==> config.mk <==
export PLATFORM = sky130hd
export DESIGN_NAME = action_arbiter_flat
export DESIGN_NICKNAME = d
export VERILOG_FILES = /design/src/rtl/action_arbiter_pkg.sv /design/src/rtl/action_arbiter_if.sv /design/src/rtl/action_select.sv /design/src/rtl/fallthrough_small_fifo.sv /design/src/rtl/action_arbiter.sv /design/src/flat_wrapper.sv
export SDC_FILE = /design/constraint.sdc
export NUM_CORES = 1
export LEC_CHECK = 0
export CAP_MARGIN = 40
export CORE_ASPECT_RATIO = 0.9
export CORE_MARGIN = 2
export CORE_UTILIZATION = 52
export DETAILED_ROUTE_END_ITERATION = 8
export HOLD_SLACK_MARGIN = 0.03
export PLACE_DENSITY_LB_ADDON = 0.08
export SLEW_MARGIN = 10
export SYNTH_ARGS = -nofsm -noshare
export SYNTH_HDL_FRONTEND = slang
export SYNTH_HIERARCHICAL = 1
export SYNTH_SLANG_ARGS = --single-unit
==> constraint.sdc <==
create_clock -name clk -period 2.75 [get_ports clk]
set_input_delay 0.4125 -clock clk [delete_from_list [all_inputs] [get_ports clk]]
set_output_delay 0.4125 -clock clk [all_outputs]
set_load 0.05 [all_outputs]
==> src/rtl/action_arbiter_pkg.sv <==
`default_nettype none
//==============================================================================
// Module      : action_arbiter_pkg
// Description : Shared constants for the action arbiter: FSM state encodings,
//               the miss-action control word, selection categories and the
//               flow-table global field positions used to build a miss word.
// Revision    : 1.0 - initial release
//==============================================================================

`ifndef OF_ACTION_DATA_WIDTH
`define OF_ACTION_DATA_WIDTH 64
`endif

`ifndef OF_ACTION_CTRL_WIDTH
`define OF_ACTION_CTRL_WIDTH 8
`endif

// Output-port field inside the action data word.
`ifndef OF_DST_PORT_POS
`define OF_DST_PORT_POS 0
`endif

`ifndef OF_DST_PORT_WIDTH
`define OF_DST_PORT_WIDTH 16
`endif

package action_arbiter_pkg;

    // Arbiter FSM encodings
    localparam logic [0:0] ST_IDLE  = 1'b0;
    localparam logic [0:0] ST_ISSUE = 1'b1;

    // Miss action control: only bit0 (output-port action enable) set.
    localparam int MISS_CTRL = 1;

`ifdef ACTION_ARBITER_STATS_EN
    // Selection categories, tracked only for the statistics counters.
    localparam logic [1:0] CAT_EXACT = 2'd0;
    localparam logic [1:0] CAT_WILD  = 2'd1;
    localparam logic [1:0] CAT_MISS  = 2'd2;
`endif

endpackage : action_arbiter_pkg

`default_nettype wire

==> src/rtl/action_arbiter_if.sv <==
`default_nettype none
//==============================================================================
// Module      : action_arbiter_if
// Description : Bundle of the lookup-result inputs, downstream throttle and
//               action-bus outputs of the action arbiter.
//               slave  modport : arbiter side
//               master modport : lookup engines / action processor side
//               With ACTION_ARBITER_STATS_EN defined, the three 32-bit
//               statistics counters are carried as well.
// Revision    : 1.0 - initial release
//==============================================================================
interface action_arbiter_if
    import action_arbiter_pkg::*;
#(
    parameter int ACTION_DATA_WIDTH = `OF_ACTION_DATA_WIDTH,
    parameter int ACTION_CTRL_WIDTH = `OF_ACTION_CTRL_WIDTH
);
    logic                         exact_valid;
    logic                         exact_hit;
    logic [ACTION_DATA_WIDTH-1:0] exact_data;
    logic [ACTION_CTRL_WIDTH-1:0] exact_ctrl;
    logic                         wild_valid;
    logic                         wild_hit;
    logic [ACTION_DATA_WIDTH-1:0] wild_data;
    logic [ACTION_CTRL_WIDTH-1:0] wild_ctrl;
    logic                         downstream_nearly_full;
    logic                         action_valid;
    logic [ACTION_DATA_WIDTH-1:0] action_data_bus;
    logic [ACTION_CTRL_WIDTH-1:0] action_ctrl_bus;
    logic                         overflow_err;

`ifdef ACTION_ARBITER_STATS_EN
    logic [31:0]                  exact_hit_cnt;
    logic [31:0]                  wild_hit_cnt;
    logic [31:0]                  miss_cnt;

    modport slave (
        input  exact_valid, exact_hit, exact_data, exact_ctrl,
        input  wild_valid, wild_hit, wild_data, wild_ctrl,
        input  downstream_nearly_full,
        output action_valid, action_data_bus, action_ctrl_bus, overflow_err,
        output exact_hit_cnt, wild_hit_cnt, miss_cnt
    );

    modport master (
        output exact_valid, exact_hit, exact_data, exact_ctrl,
        output wild_valid, wild_hit, wild_data, wild_ctrl,
        output downstream_nearly_full,
        input  action_valid, action_data_bus, action_ctrl_bus, overflow_err,
        input  exact_hit_cnt, wild_hit_cnt, miss_cnt
    );
`else
    modport slave (
        input  exact_valid, exact_hit, exact_data, exact_ctrl,
        input  wild_valid, wild_hit, wild_data, wild_ctrl,
        input  downstream_nearly_full,
        output action_valid, action_data_bus, action_ctrl_bus, overflow_err
    );

    modport master (
        output exact_valid, exact_hit, exact_data, exact_ctrl,
        output wild_valid, wild_hit, wild_data, wild_ctrl,
        output downstream_nearly_full,
        input  action_valid, action_data_bus, action_ctrl_bus, overflow_err
    );
`endif

endinterface : action_arbiter_if

`default_nettype wire

==> src/rtl/action_select.sv <==
`default_nettype none
//==============================================================================
// Module      : action_select
// Description : Combinational priority select of one action from a paired
//               exact-match / wildcard result: exact hit, else wildcard hit,
//               else a miss action sending the packet to MISS_PORT.
//               With ACTION_ARBITER_STATS_EN defined, sel_cat reports which
//               category was chosen.
// Ports       : exact_hit/data/ctrl, wild_hit/data/ctrl in; sel_data,
//               sel_ctrl (and sel_cat) out
// Revision    : 1.0 - initial release
//==============================================================================
module action_select
    import action_arbiter_pkg::*;
#(
    parameter int                            ACTION_DATA_WIDTH = `OF_ACTION_DATA_WIDTH,
    parameter int                            ACTION_CTRL_WIDTH = `OF_ACTION_CTRL_WIDTH,
    parameter logic [`OF_DST_PORT_WIDTH-1:0] MISS_PORT         = 16'h0002
) (
    input  wire logic                         exact_hit,
    input  wire logic [ACTION_DATA_WIDTH-1:0] exact_data,
    input  wire logic [ACTION_CTRL_WIDTH-1:0] exact_ctrl,
    input  wire logic                         wild_hit,
    input  wire logic [ACTION_DATA_WIDTH-1:0] wild_data,
    input  wire logic [ACTION_CTRL_WIDTH-1:0] wild_ctrl,
    output logic      [ACTION_DATA_WIDTH-1:0] sel_data,
    output logic      [ACTION_CTRL_WIDTH-1:0] sel_ctrl
`ifdef ACTION_ARBITER_STATS_EN
    ,
    output logic      [1:0]                   sel_cat
`endif
);

    always_comb begin
        sel_data = '0;
        sel_ctrl = '0;
`ifdef ACTION_ARBITER_STATS_EN
        sel_cat  = CAT_MISS;
`endif
        if (exact_hit) begin
            sel_data = exact_data;
            sel_ctrl = exact_ctrl;
`ifdef ACTION_ARBITER_STATS_EN
            sel_cat  = CAT_EXACT;
`endif
        end else if (wild_hit) begin
            sel_data = wild_data;
            sel_ctrl = wild_ctrl;
`ifdef ACTION_ARBITER_STATS_EN
            sel_cat  = CAT_WILD;
`endif
        end else begin
            // Miss: only the destination-port field is populated.
            sel_data[`OF_DST_PORT_POS +: `OF_DST_PORT_WIDTH] = MISS_PORT;
            sel_ctrl = ACTION_CTRL_WIDTH'(MISS_CTRL);
        end
    end

endmodule : action_select

`default_nettype wire

==> src/rtl/fallthrough_small_fifo.sv <==
`default_nettype none
//==============================================================================
// Module      : fallthrough_small_fifo
// Description : Small first-word-fall-through FIFO. The head entry is visible
//               on dout whenever empty is low; rd_en pops it. Writes while
//               full are ignored. Simultaneous read and write both take
//               effect.
// Ports       : clk, reset (sync, active-high), din/wr_en, rd_en/dout,
//               full, empty
// Revision    : 1.0 - initial release
//==============================================================================
module fallthrough_small_fifo #(
    parameter int WIDTH          = 8,
    parameter int MAX_DEPTH_BITS = 2
) (
    input  wire logic             clk,
    input  wire logic             reset,
    input  wire logic [WIDTH-1:0] din,
    input  wire logic             wr_en,
    input  wire logic             rd_en,
    output logic      [WIDTH-1:0] dout,
    output logic                  full,
    output logic                  empty
);
    localparam int c_DEPTH = 1 << MAX_DEPTH_BITS;

    logic [WIDTH-1:0]          r_mem [c_DEPTH];
    logic [MAX_DEPTH_BITS-1:0] r_wr_ptr;
    logic [MAX_DEPTH_BITS-1:0] r_rd_ptr;
    logic [MAX_DEPTH_BITS:0]   r_count;
    logic                      w_wr;
    logic                      w_rd;

    assign full  = (r_count == (MAX_DEPTH_BITS+1)'(c_DEPTH));
    assign empty = (r_count == '0);
    assign w_wr  = wr_en && !full;
    assign w_rd  = rd_en && !empty;
    assign dout  = r_mem[r_rd_ptr];

    always_ff @(posedge clk) begin
        if (reset) begin
            r_wr_ptr <= '0;
            r_rd_ptr <= '0;
            r_count  <= '0;
        end else begin
            if (w_wr) r_wr_ptr <= r_wr_ptr + 1'b1;
            if (w_rd) r_rd_ptr <= r_rd_ptr + 1'b1;
            case ({w_wr, w_rd})
                2'b10:   r_count <= r_count + 1'b1;
                2'b01:   r_count <= r_count - 1'b1;
                default: r_count <= r_count;
            endcase
        end
    end

    // Storage needs no reset: the pointers define what is valid.
    always_ff @(posedge clk) begin
        if (w_wr) r_mem[r_wr_ptr] <= din;
    end

endmodule : fallthrough_small_fifo

`default_nettype wire

==> src/rtl/action_arbiter.sv <==
`default_nettype none
//==============================================================================
// Module      : action_arbiter
// Description : Pairs exact-match and wildcard lookup results in packet order
//               (one FIFO per source), selects one action per pair and issues
//               it as a one-cycle action_valid strobe, throttled by the
//               downstream nearly-full flag. At most one action per 2 cycles.
// Ports       : clk, reset (sync, active-high), arb (action_arbiter_if.slave):
//               exact_*/wild_* result inputs, downstream_nearly_full,
//               action_valid/action_data_bus/action_ctrl_bus, overflow_err
//               (sticky until reset).
// Options     : ACTION_ARBITER_STATS_EN - adds exact_hit_cnt, wild_hit_cnt,
//               miss_cnt (32-bit, wrapping) counting issued actions.
// Revision    : 1.0 - initial release
//==============================================================================
module action_arbiter
    import action_arbiter_pkg::*;
#(
    parameter int                            ACTION_DATA_WIDTH = `OF_ACTION_DATA_WIDTH,
    parameter int                            ACTION_CTRL_WIDTH = `OF_ACTION_CTRL_WIDTH,
    parameter logic [`OF_DST_PORT_WIDTH-1:0] MISS_PORT         = 16'h0002,
    parameter int                            FIFO_DEPTH_BITS   = 2
) (
    input  wire logic      clk,
    input  wire logic      reset,
    action_arbiter_if.slave arb
);
    // FIFO word layout: {hit, ctrl, data}
    localparam int c_WORD_W = 1 + ACTION_CTRL_WIDTH + ACTION_DATA_WIDTH;

    logic [c_WORD_W-1:0]          w_exact_head;
    logic [c_WORD_W-1:0]          w_wild_head;
    logic                         w_exact_full;
    logic                         w_exact_empty;
    logic                         w_wild_full;
    logic                         w_wild_empty;
    logic [ACTION_DATA_WIDTH-1:0] w_sel_data;
    logic [ACTION_CTRL_WIDTH-1:0] w_sel_ctrl;
    logic                         w_pair_ready;
    logic                         w_pop;
    logic [0:0]                   r_state;
    logic [0:0]                   w_next_state;
    logic                         r_nearly_full;
    logic [ACTION_DATA_WIDTH-1:0] r_act_data;
    logic [ACTION_CTRL_WIDTH-1:0] r_act_ctrl;
    logic                         r_overflow_err;
    logic                         w_action_valid;
    logic [ACTION_DATA_WIDTH-1:0] w_action_data;
    logic [ACTION_CTRL_WIDTH-1:0] w_action_ctrl;

    //--------------------------------------------------------------------------
    // Per-source result FIFOs, popped together so pairing stays in order
    //--------------------------------------------------------------------------
    fallthrough_small_fifo #(
        .WIDTH          (c_WORD_W),
        .MAX_DEPTH_BITS (FIFO_DEPTH_BITS)
    ) u_exact_fifo (
        .clk   (clk),
        .reset (reset),
        .din   ({arb.exact_hit, arb.exact_ctrl, arb.exact_data}),
        .wr_en (arb.exact_valid),
        .rd_en (w_pop),
        .dout  (w_exact_head),
        .full  (w_exact_full),
        .empty (w_exact_empty)
    );

    fallthrough_small_fifo #(
        .WIDTH          (c_WORD_W),
        .MAX_DEPTH_BITS (FIFO_DEPTH_BITS)
    ) u_wild_fifo (
        .clk   (clk),
        .reset (reset),
        .din   ({arb.wild_hit, arb.wild_ctrl, arb.wild_data}),
        .wr_en (arb.wild_valid),
        .rd_en (w_pop),
        .dout  (w_wild_head),
        .full  (w_wild_full),
        .empty (w_wild_empty)
    );

`ifdef ACTION_ARBITER_STATS_EN
    logic [1:0] w_sel_cat;
    logic [1:0] r_act_cat;
`endif

    action_select #(
        .ACTION_DATA_WIDTH (ACTION_DATA_WIDTH),
        .ACTION_CTRL_WIDTH (ACTION_CTRL_WIDTH),
        .MISS_PORT         (MISS_PORT)
    ) u_select (
        .exact_hit  (w_exact_head[c_WORD_W-1]),
        .exact_data (w_exact_head[ACTION_DATA_WIDTH-1:0]),
        .exact_ctrl (w_exact_head[c_WORD_W-2 -: ACTION_CTRL_WIDTH]),
        .wild_hit   (w_wild_head[c_WORD_W-1]),
        .wild_data  (w_wild_head[ACTION_DATA_WIDTH-1:0]),
        .wild_ctrl  (w_wild_head[c_WORD_W-2 -: ACTION_CTRL_WIDTH]),
        .sel_data   (w_sel_data),
        .sel_ctrl   (w_sel_ctrl)
`ifdef ACTION_ARBITER_STATS_EN
        ,
        .sel_cat    (w_sel_cat)
`endif
    );

    assign w_pair_ready = !w_exact_empty && !w_wild_empty;

    //--------------------------------------------------------------------------
    // FSM: state register
    //--------------------------------------------------------------------------
    always_ff @(posedge clk) begin
        if (reset) r_state <= ST_IDLE;
        else       r_state <= w_next_state;
    end

    //--------------------------------------------------------------------------
    // FSM: next state
    //--------------------------------------------------------------------------
    always_comb begin
        w_next_state = r_state;
        case (r_state)
            ST_IDLE:  if (w_pair_ready && !r_nearly_full) w_next_state = ST_ISSUE;
            ST_ISSUE: w_next_state = ST_IDLE;
            default:  w_next_state = ST_IDLE;
        endcase
    end

    //--------------------------------------------------------------------------
    // FSM: outputs. Buses are held at zero except during the ISSUE cycle.
    //--------------------------------------------------------------------------
    always_comb begin
        w_pop          = 1'b0;
        w_action_valid = 1'b0;
        w_action_data  = '0;
        w_action_ctrl  = '0;
        case (r_state)
            ST_IDLE:  w_pop = w_pair_ready && !r_nearly_full;
            ST_ISSUE: begin
                w_action_valid = 1'b1;
                w_action_data  = r_act_data;
                w_action_ctrl  = r_act_ctrl;
            end
            default: ;
        endcase
    end

    //--------------------------------------------------------------------------
    // Datapath registers
    //--------------------------------------------------------------------------
    // The throttle is registered so it takes effect with the same two-cycle
    // timing as the result strobes and stays off the FIFO-pop path. It is
    // only consulted in IDLE, so an action already in ISSUE always completes.
    always_ff @(posedge clk) begin
        if (reset) begin
            r_nearly_full  <= 1'b0;
            r_act_data     <= '0;
            r_act_ctrl     <= '0;
            r_overflow_err <= 1'b0;
        end else begin
            r_nearly_full <= arb.downstream_nearly_full;
            if (w_pop) begin
                r_act_data <= w_sel_data;
                r_act_ctrl <= w_sel_ctrl;
            end
            // The FIFO drops the word; here we only remember that it happened.
            if ((arb.exact_valid && w_exact_full) || (arb.wild_valid && w_wild_full))
                r_overflow_err <= 1'b1;
        end
    end

    assign arb.action_valid    = w_action_valid;
    assign arb.action_data_bus = w_action_data;
    assign arb.action_ctrl_bus = w_action_ctrl;
    assign arb.overflow_err    = r_overflow_err;

`ifdef ACTION_ARBITER_STATS_EN
    //--------------------------------------------------------------------------
    // Statistics: one counter steps per issued action; natural 32-bit wrap.
    //--------------------------------------------------------------------------
    logic [31:0] r_exact_hit_cnt;
    logic [31:0] r_wild_hit_cnt;
    logic [31:0] r_miss_cnt;

    always_ff @(posedge clk) begin
        if (reset) begin
            r_act_cat       <= CAT_MISS;
            r_exact_hit_cnt <= '0;
            r_wild_hit_cnt  <= '0;
            r_miss_cnt      <= '0;
        end else begin
            if (w_pop) r_act_cat <= w_sel_cat;
            if (r_state == ST_ISSUE) begin
                case (r_act_cat)
                    CAT_EXACT: r_exact_hit_cnt <= r_exact_hit_cnt + 32'd1;
                    CAT_WILD:  r_wild_hit_cnt  <= r_wild_hit_cnt + 32'd1;
                    default:   r_miss_cnt      <= r_miss_cnt + 32'd1;
                endcase
            end
        end
    end

    assign arb.exact_hit_cnt = r_exact_hit_cnt;
    assign arb.wild_hit_cnt  = r_wild_hit_cnt;
    assign arb.miss_cnt      = r_miss_cnt;
`endif

endmodule : action_arbiter

`default_nettype wire

==> src/flat_wrapper.sv <==
// flat-port wrapper written by rule: the top's interface ports become plain ports
module action_arbiter_flat import action_arbiter_pkg::*;
#(
    parameter int                            ACTION_DATA_WIDTH = `OF_ACTION_DATA_WIDTH,
    parameter int                            ACTION_CTRL_WIDTH = `OF_ACTION_CTRL_WIDTH,
    parameter logic [`OF_DST_PORT_WIDTH-1:0] MISS_PORT         = 16'h0002,
    parameter int                            FIFO_DEPTH_BITS   = 2
)
  (clk, reset, arb_exact_valid, arb_exact_hit, arb_exact_data, arb_exact_ctrl, arb_wild_valid, arb_wild_hit, arb_wild_data, arb_wild_ctrl, arb_downstream_nearly_full, arb_action_valid, arb_action_data_bus, arb_action_ctrl_bus, arb_overflow_err);
  action_arbiter_if #(.ACTION_DATA_WIDTH(ACTION_DATA_WIDTH), .ACTION_CTRL_WIDTH(ACTION_CTRL_WIDTH)) arb_i ();
  input  wire logic clk;
  input  wire logic reset;
  input wire logic [$bits(arb_i.exact_valid)-1:0] arb_exact_valid;
  input wire logic [$bits(arb_i.exact_hit)-1:0] arb_exact_hit;
  input wire logic [$bits(arb_i.exact_data)-1:0] arb_exact_data;
  input wire logic [$bits(arb_i.exact_ctrl)-1:0] arb_exact_ctrl;
  input wire logic [$bits(arb_i.wild_valid)-1:0] arb_wild_valid;
  input wire logic [$bits(arb_i.wild_hit)-1:0] arb_wild_hit;
  input wire logic [$bits(arb_i.wild_data)-1:0] arb_wild_data;
  input wire logic [$bits(arb_i.wild_ctrl)-1:0] arb_wild_ctrl;
  input wire logic [$bits(arb_i.downstream_nearly_full)-1:0] arb_downstream_nearly_full;
  output wire logic [$bits(arb_i.action_valid)-1:0] arb_action_valid;
  output wire logic [$bits(arb_i.action_data_bus)-1:0] arb_action_data_bus;
  output wire logic [$bits(arb_i.action_ctrl_bus)-1:0] arb_action_ctrl_bus;
  output wire logic [$bits(arb_i.overflow_err)-1:0] arb_overflow_err;
  assign arb_i.exact_valid = arb_exact_valid;
  assign arb_i.exact_hit = arb_exact_hit;
  assign arb_i.exact_data = arb_exact_data;
  assign arb_i.exact_ctrl = arb_exact_ctrl;
  assign arb_i.wild_valid = arb_wild_valid;
  assign arb_i.wild_hit = arb_wild_hit;
  assign arb_i.wild_data = arb_wild_data;
  assign arb_i.wild_ctrl = arb_wild_ctrl;
  assign arb_i.downstream_nearly_full = arb_downstream_nearly_full;
  assign arb_action_valid = arb_i.action_valid;
  assign arb_action_data_bus = arb_i.action_data_bus;
  assign arb_action_ctrl_bus = arb_i.action_ctrl_bus;
  assign arb_overflow_err = arb_i.overflow_err;
  action_arbiter #(.ACTION_DATA_WIDTH(ACTION_DATA_WIDTH), .ACTION_CTRL_WIDTH(ACTION_CTRL_WIDTH), .MISS_PORT(MISS_PORT), .FIFO_DEPTH_BITS(FIFO_DEPTH_BITS)) u_core (.clk(clk), .reset(reset), .arb(arb_i));
endmodule
==> flow_metrics.py, run 1 <==
metrics = {
    "die": {
        "die_w_um": 243,
        "core_area_um2": 50700,
        "dieArea_um2": 53300,
        "die_h_um": 219,
        "start_util_pct": 52.9,
        "pin_count": 225,
        "rows": 78,
    },
    "timing": {
        "setup_ws_ns": 0.0738,
        "holdWs_ns": 0.308,
        "slew_viol_final": 0,
        "relSlewSlack_pct": 47.5,
        "tightestPinTransition_ns": 0.787,
        "skew_ns": 0.0266,
        "fin_setup_tns_ns": 0,
        "fin_crit_ns": 2.68,
        "fmax_mhz": 374,
        "rsz0062_at_grt": "true",
        "setup_viol": 0,
        "finalHoldViolCount": 0,
        "post-route-period-util_pct": 97.3,
    },
    "yosys": {
        "synth_fp_nets": 1529,
        "syn-instance-count": 1366,
        "yosys-top-cells-area": "edfxtp_1 (65%), mux4_2 (12%), dfxtp_1 (7.0%), nand2b_1 (3.5%), mux2i_1 (2.8%)",
        "yosysTopAreaCellShare_pct": 65.5,
        "synthFlopType": "edfxtp_1",
        "syn-cell-area_um2": 26800,
        "yosysWarnings": 6,
        "ys_seq_area_share_pct": 72.4,
        "synth.distinct_cells": 32,
        "async_flop_share_pct": 0,
        "syn_area_per_cell_um2": 19.6,
        "yosysTopAreaCell": "edfxtp_1",
        "ys_ff_latch": 677,
        "synth_edf_count": 584,
    },
    "grt": {
        "grt_pass1_vias": 13805,
        "globalRouteOverflowTotal": 0,
        "grt.total_usage_pct": 22.4,
        "antenna_found_initial": 11,
        "grt_pass1_wl_um": 87700,
        "grt_start_max_net_pins": 103,
    },
    "finish": {
        "multi_input_area_um2": 6620,
        "filler_cell_count": 3608,
        "final_common_cell": "edfxtp_1",
        "nNetsFinal": 1791,
        "syn2layout_area_growth_pct": 20.2,
        "regArea_um2": 19400,
        "layout-drive-gt1-share_pct": 20.4,
        "layout_common_cells": "edfxtp_1 (584), clkdlybuf4s50_1 (155), nand2b_1 (149)",
        "utilization_pct": 63.6,
        "final_area_um2": 32200,
        "final_cell_count_no_fill": 2370,
    },
    "detailed_routing": {
        "route.detailed.drc": 0,
        "wl_per_cell_um": 24.7,
        "ant_nets": 0,
        "dr.pass1.iters": 5,
        "drt-initial-drc-count": 1060,
        "drt_wl_total_um": 58700,
        "via_per_inst": 5.62,
        "vias": 13315,
    },
    "power": {
        "power_density_nw_per_um2": 739,
        "vdd.ir_drop.worst_mv": 0.524,
        "total_power_mw": 23.8,
        "static-leakage-power_nw": 10.8,
    },
    "setup_path": {
        "crit_slowest_cell": "clkdlybuf4s50_1",
        "arrival_ns": 2.26,
        "required_ns": 2.34,
        "cpPeakStageDelay_ns": 0.80,
        "path_class": "reg -> out",
        "critPathLaunchType": "flip-flop",
        "crit_path_max_fanout": 32,
        "cp_cell_sequence": "and2_1 -> clkdlybuf4s50_1",
        "crit_family": "buffers and inverters",
        "cp-end-kind": "output pin",
        "critical_path_buf_inv_count": 1,
    },
    "clocking": {
        "clockRootBuffer": "clkbuf_16",
        "numCtsBuffers": 70,
        "insertion_delay_ns": 0.61,
        "cts_tree": "done",
        "cts.reportedPaths.clkPinSlew_ns": 0.06,
        "ctsHtreeMaxLevel": 3,
        "max-clock-path-buffers": 3,
        "cts.sinks": 677,
    },
    "hold_path": {
        "min_path_type": "in -> reg",
    },
    "place": {
        "io_buffers": 224,
        "hpwlAfterDp_um": 35400,
        "gp_congestion": 0.759,
        "place_ws_ns": 0.240,
        "dp_cells": 2236,
        "dpl-instance-area_um2": 29900,
    },
    "run_status": {
        "status": "finished, final reports clean",
    },
    "flow_run": {
        "cap_violations": 0,
    },
}
synthesized netlist by cell type (6+ instances only):
master / count
buf_12: 20
buf_2: 25
xor2_1: 6
mux2i_1: 74
dfxtp_1: 93
nand2_1: 6
inv_1: 18
a21oi_1: 8
buf_6: 8
a22o_1: 68
and2_1: 80
nand2b_1: 149
nor2_1: 13
clkbuf_1: 24
mux4_2: 144
ha_1: 10
edfxtp_1: 584
or3_1: 6
o21ai_0: 8
flip-flops by register name, indices dropped and copies added, names as in the netlist, named ones only:
register / cells
u_core/arb.overflow_err: 1
u_core/r_act_ctrl: 8
u_core/r_act_data: 64
u_core/r_nearly_full: 1
u_core/r_state: 1
u_core/u_exact_fifo/r_count: 3
u_core/u_exact_fifo/r_mem: 292
u_core/u_exact_fifo/r_rd_ptr: 2
u_core/u_exact_fifo/r_wr_ptr: 2
u_core/u_wild_fifo/r_count: 3
u_core/u_wild_fifo/r_mem: 292
u_core/u_wild_fifo/r_rd_ptr: 2
u_core/u_wild_fifo/r_wr_ptr: 2
worst reg2reg max path, stage by stage (launching register included):
cell	delay, ns
dfxtp_1	0.42
nor3_1	0.14
nor4_4	0.40
o31ai_1	0.18
inv_1	0.09
ha_1	0.19
inv_1	0.06
fa_1	0.37
xor2_1	0.15
or3_1	0.30
a21oi_1	0.14
metal layers:
layer	part of all wire (%)	global-route usage (%)	routed length [µm]	vias up
li1	-	-	-	5923
met1	45	32.0	26200	6946
met2	48	35.8	28100	338
met3	5.5	4.79	3250	96
met4	1.8	5.24	1050	12
met5	0.12	0	72	-
power breakdown:
part | total, mW | internal [mW] | switching, mW
combinational | 2.34 | 1.13 | 1.21
sequential | 11.9 | 11.7 | 0.199
clock | 9.55 | 5.78 | 3.77
final timing paths:
check | slack (ns) | cells past startpoint | to | startpoint
max | 0.07 | 2 | arb_action_data_bus[10] | u_core/r_state$_SDFF_PP0_
min | 0.31 | 3 | u_core/r_act_data[54]$_SDFFE_PP0P_ | reset
max reg2reg | 0.23 | 10 | u_core/u_exact_fifo/r_count[2]$_SDFFE_PP0P_ | u_core/u_wild_fifo/r_count[1]$_SDFFE_PP0P_
min reg2reg | 0.47 | 2 | u_core/r_act_ctrl[6]$_SDFFE_PP0P_ | u_core/r_act_ctrl[6]$_SDFFE_PP0P_
cells by family after synthesis:
family / after synthesis / share of synthesized area, %
multiplexers: 220 / 15.1
AND/OR/NAND/NOR: 262 / 6.04
XOR/XNOR: 6 / 0.196
buffers and inverters: 100 / 2.98
AO/OA/AOI/OAI: 89 / 2.68
flip-flops: 677 / 72.4
adder cells (fa/ha/maj): 12 / 0.617
timing repair:
action / CTS / global route
buffers inserted: 0 / 0
endpoints found under the setup margin: 33 / 43
resized for setup: 33 / 58
hold buffers: 0 / 0
area by class of cell:
cell class / instances / area share [%]
Multi-Input combinational cell: 589 / 20.5
Clock inverter: 22 / 0.831
Sequential cell: 677 / 60.3
Clock buffer: 108 / 6.45
Timing Repair Buffer: 272 / 9.01
Inverter: 18 / 0.210
Antenna cell: 4 / 0.0311
Tap cell: 680 / 2.64
Note: power is estimated with default switching activity, not from simulation.
==> run 2, diff against run 1 <==
Settings changed: SETUP_SLACK_MARGIN set to 0.05.
==> run 2 against run 1 <==
Compared with the run above:
- first-iteration DRC count down 3.8%
- total power increased by 0.14%
- sequential share of layout area down 0.059 points
- cell count up 0.13%
- non-clock buffer count grew 2
- hold slack got worse by 0.00070 ns
==> flow_metrics.py, run 2 (synthesized netlist as in run 1, its figures left out) <==
metrics = {
    "grt": {
        "grt_pass1_vias": 13796,
        "grt.total_usage_pct": 22.4,
        "grt_pass1_wl_um": 87700,
        "globalRouteOverflowTotal": 0,
        "grt_start_max_net_pins": 103,
        "antenna_found_initial": 11,
    },
    "finish": {
        "filler_cell_count": 3606,
        "regArea_um2": 19400,
        "largest_registers": "u_core/u_exact_fifo/r_mem x292, u_core/u_wild_fifo/r_mem x292, u_core/r_act_data x64",
        "syn2layout_area_growth_pct": 20.4,
        "layout-drive-gt1-share_pct": 19.7,
        "final_common_cell": "edfxtp_1",
        "nNetsFinal": 1793,
        "multi_input_area_um2": 6620,
        "layout_common_cells": "edfxtp_1 (584), clkdlybuf4s50_1 (156), nand2b_1 (149)",
    },
    "place": {
        "hpwlAfterDp_um": 35400,
        "io_buffers": 224,
        "gp_congestion": 0.759,
    },
    "timing": {
        "skew_ns": 0.0263,
        "fin_crit_ns": 2.56,
        "tightestPinTransition_ns": 0.789,
        "fmax_mhz": 390,
        "relSlewSlack_pct": 47.4,
        "rsz0062_at_grt": "false",
        "post-route-period-util_pct": 93.3,
        "fin_setup_tns_ns": 0,
        "finalHoldViolCount": 0,
        "setup_viol": 0,
        "slew_viol_final": 0,
    },
    "setup_path": {
        "critical_path_buf_inv_count": 2,
        "critPathLaunchType": "flip-flop",
        "path_class": "reg -> out",
        "rrSetupSlack_ns": 0.24,
        "required_ns": 2.34,
        "crit_slowest_cell": "dfxtp_4",
        "crit_path_max_fanout": 23,
        "cp-end-kind": "output pin",
        "cpPeakStageDelay_ns": 0.56,
        "arrival_ns": 2.15,
        "crit_family": "buffers and inverters",
        "cp_cell_sequence": "buf_4 -> and2_1 -> dlygate4sd2_1",
    },
    "run_status": {
        "status": "finished, final reports clean",
    },
    "detailed_routing": {
        "route.detailed.drc": 0,
        "ant_nets": 0,
        "via_per_inst": 5.61,
        "wl_per_cell_um": 24.9,
        "dr.pass1.iters": 5,
        "vias": 13313,
        "drt_wl_total_um": 59000,
        "drt-initial-drc-count": 1020,
    },
    "clocking": {
        "numCtsBuffers": 70,
        "clockRootBuffer": "clkbuf_16",
        "cts_hold_buf": 0,
        "insertion_delay_ns": 0.61,
        "cts.reportedPaths.clkPinSlew_ns": 0.06,
        "ctsHtreeMaxLevel": 3,
        "cts_tree": "done",
        "cts.sinks": 677,
        "max-clock-path-buffers": 3,
    },
    "power": {
        "seq_power_share_pct": 49.9,
        "static-leakage-power_nw": 10.7,
        "comb_power_share_pct": 9.9,
        "power_density_nw_per_um2": 739,
        "p_int_mw": 18.6,
        "total_power_mw": 23.8,
        "vdd.ir_drop.worst_mv": 0.524,
        "p_sw_share_pct": 21.8,
        "p_switching_mw": 5.20,
        "pwr-share-clk_pct": 40.1,
    },
    "die": {
        "die_w_um": 243,
        "rows": 78,
        "dieArea_um2": 53300,
        "die_h_um": 219,
        "start_util_pct": 52.9,
        "pin_count": 225,
        "core_area_um2": 50700,
    },
    "flow_run": {
        "cap_violations": 0,
    },
    "hold_path": {
        "min_path_type": "in -> reg",
    },
}
-- run 2: cell types whose count changed in the layout (fill, tap and decap cells not counted), sizes merged --
| cell | previous run | this run |
|---|---|---|
| dlygate4sd2 | 7 | 42 |
| clkdlybuf4s15 | 11 | 7 |
| clkdlybuf4s50 | 155 | 156 |
| clkbuf | 123 | 108 |
| dlymetal6s2s | 17 | 0 |
| diode | 4 | 5 |
| buf | 67 | 69 |
-- run 2: power groups by stage --
stage	registers, mW	logic [mW]	clock network [mW]
3_3_place_gp	12.1	2.34	0
6_report	11.9	2.37	9.56
3_5_place_dp	12.1	2.37	0
5_1_grt	11.9	2.55	10.2
4_1_cts	11.9	2.37	9.76
2_1_floorplan	12.0	1.63	0
-- run 2: metrics by stage --
stage	hold WS (ns)	util (%)	cells	worst slack [ns]	cell area [µm²]
global route	0.292	63.6	2371	0.0602	32200
global placement	0.455	59.0	2236	0.320	29900
detailed placement	0.457	59.0	2236	0.240	29900
floorplan	0.444	-	1366	0.143	26800
finish	0.307	63.7	2373	0.185	32200
CTS	0.272	63.5	2366	0.0241	32200
-- run 2: worst paths after layout --
kind                                                                   end                                  startpoint  cells past startpoint
worst min-delay path                    u_core/r_act_data[54]$_SDFFE_PP0P_                                       reset                      3
worst max register to register  u_core/u_wild_fifo/r_count[2]$_SDFFE_PP0P_  u_core/u_wild_fifo/r_count[1]$_SDFFE_PP0P_                     10
worst min register to register           u_core/r_act_ctrl[6]$_SDFFE_PP0P_           u_core/r_act_ctrl[6]$_SDFFE_PP0P_                      2
worst max-delay path                               arb_action_data_bus[46]                   u_core/r_state$_SDFF_PP0_                      3
-- run 2: area by class of cell --
class,count,area share [%]
sequential,677,60.2
multi-input combinational,589,20.5
timing repair buffer,274,9.07
clock buffer,108,6.45
tap,680,2.64
clock inverter,22,0.830
inverter,18,0.210
antenna,5,0.0388
-- run 2: per-layer routing --
layer,vias up,global-route usage [%],part of all wire [%]
met5,-,0,0.12
met4,12,5.24,1.7
met3,95,4.79,5.7
met2,339,35.7,48
met1,6934,32.0,45
li1,5933,-,-
-- run 2: repair_timing --
item	in CTS	in global routing
pin swaps	0	1
endpoints found under the setup margin	49	36
resized for setup	54	3
setup buffers	0	2
-- run 2: worst register-to-register path, stage by stage, from the launching register on --
cell     delay [ns]
dfxtp_1        0.42
nor3_1         0.14
nor4_4         0.41
o31ai_1        0.17
inv_1          0.09
ha_1           0.18
inv_1          0.06
fa_1           0.37
xor2_1         0.16
or3_1          0.31
a21oi_1        0.14
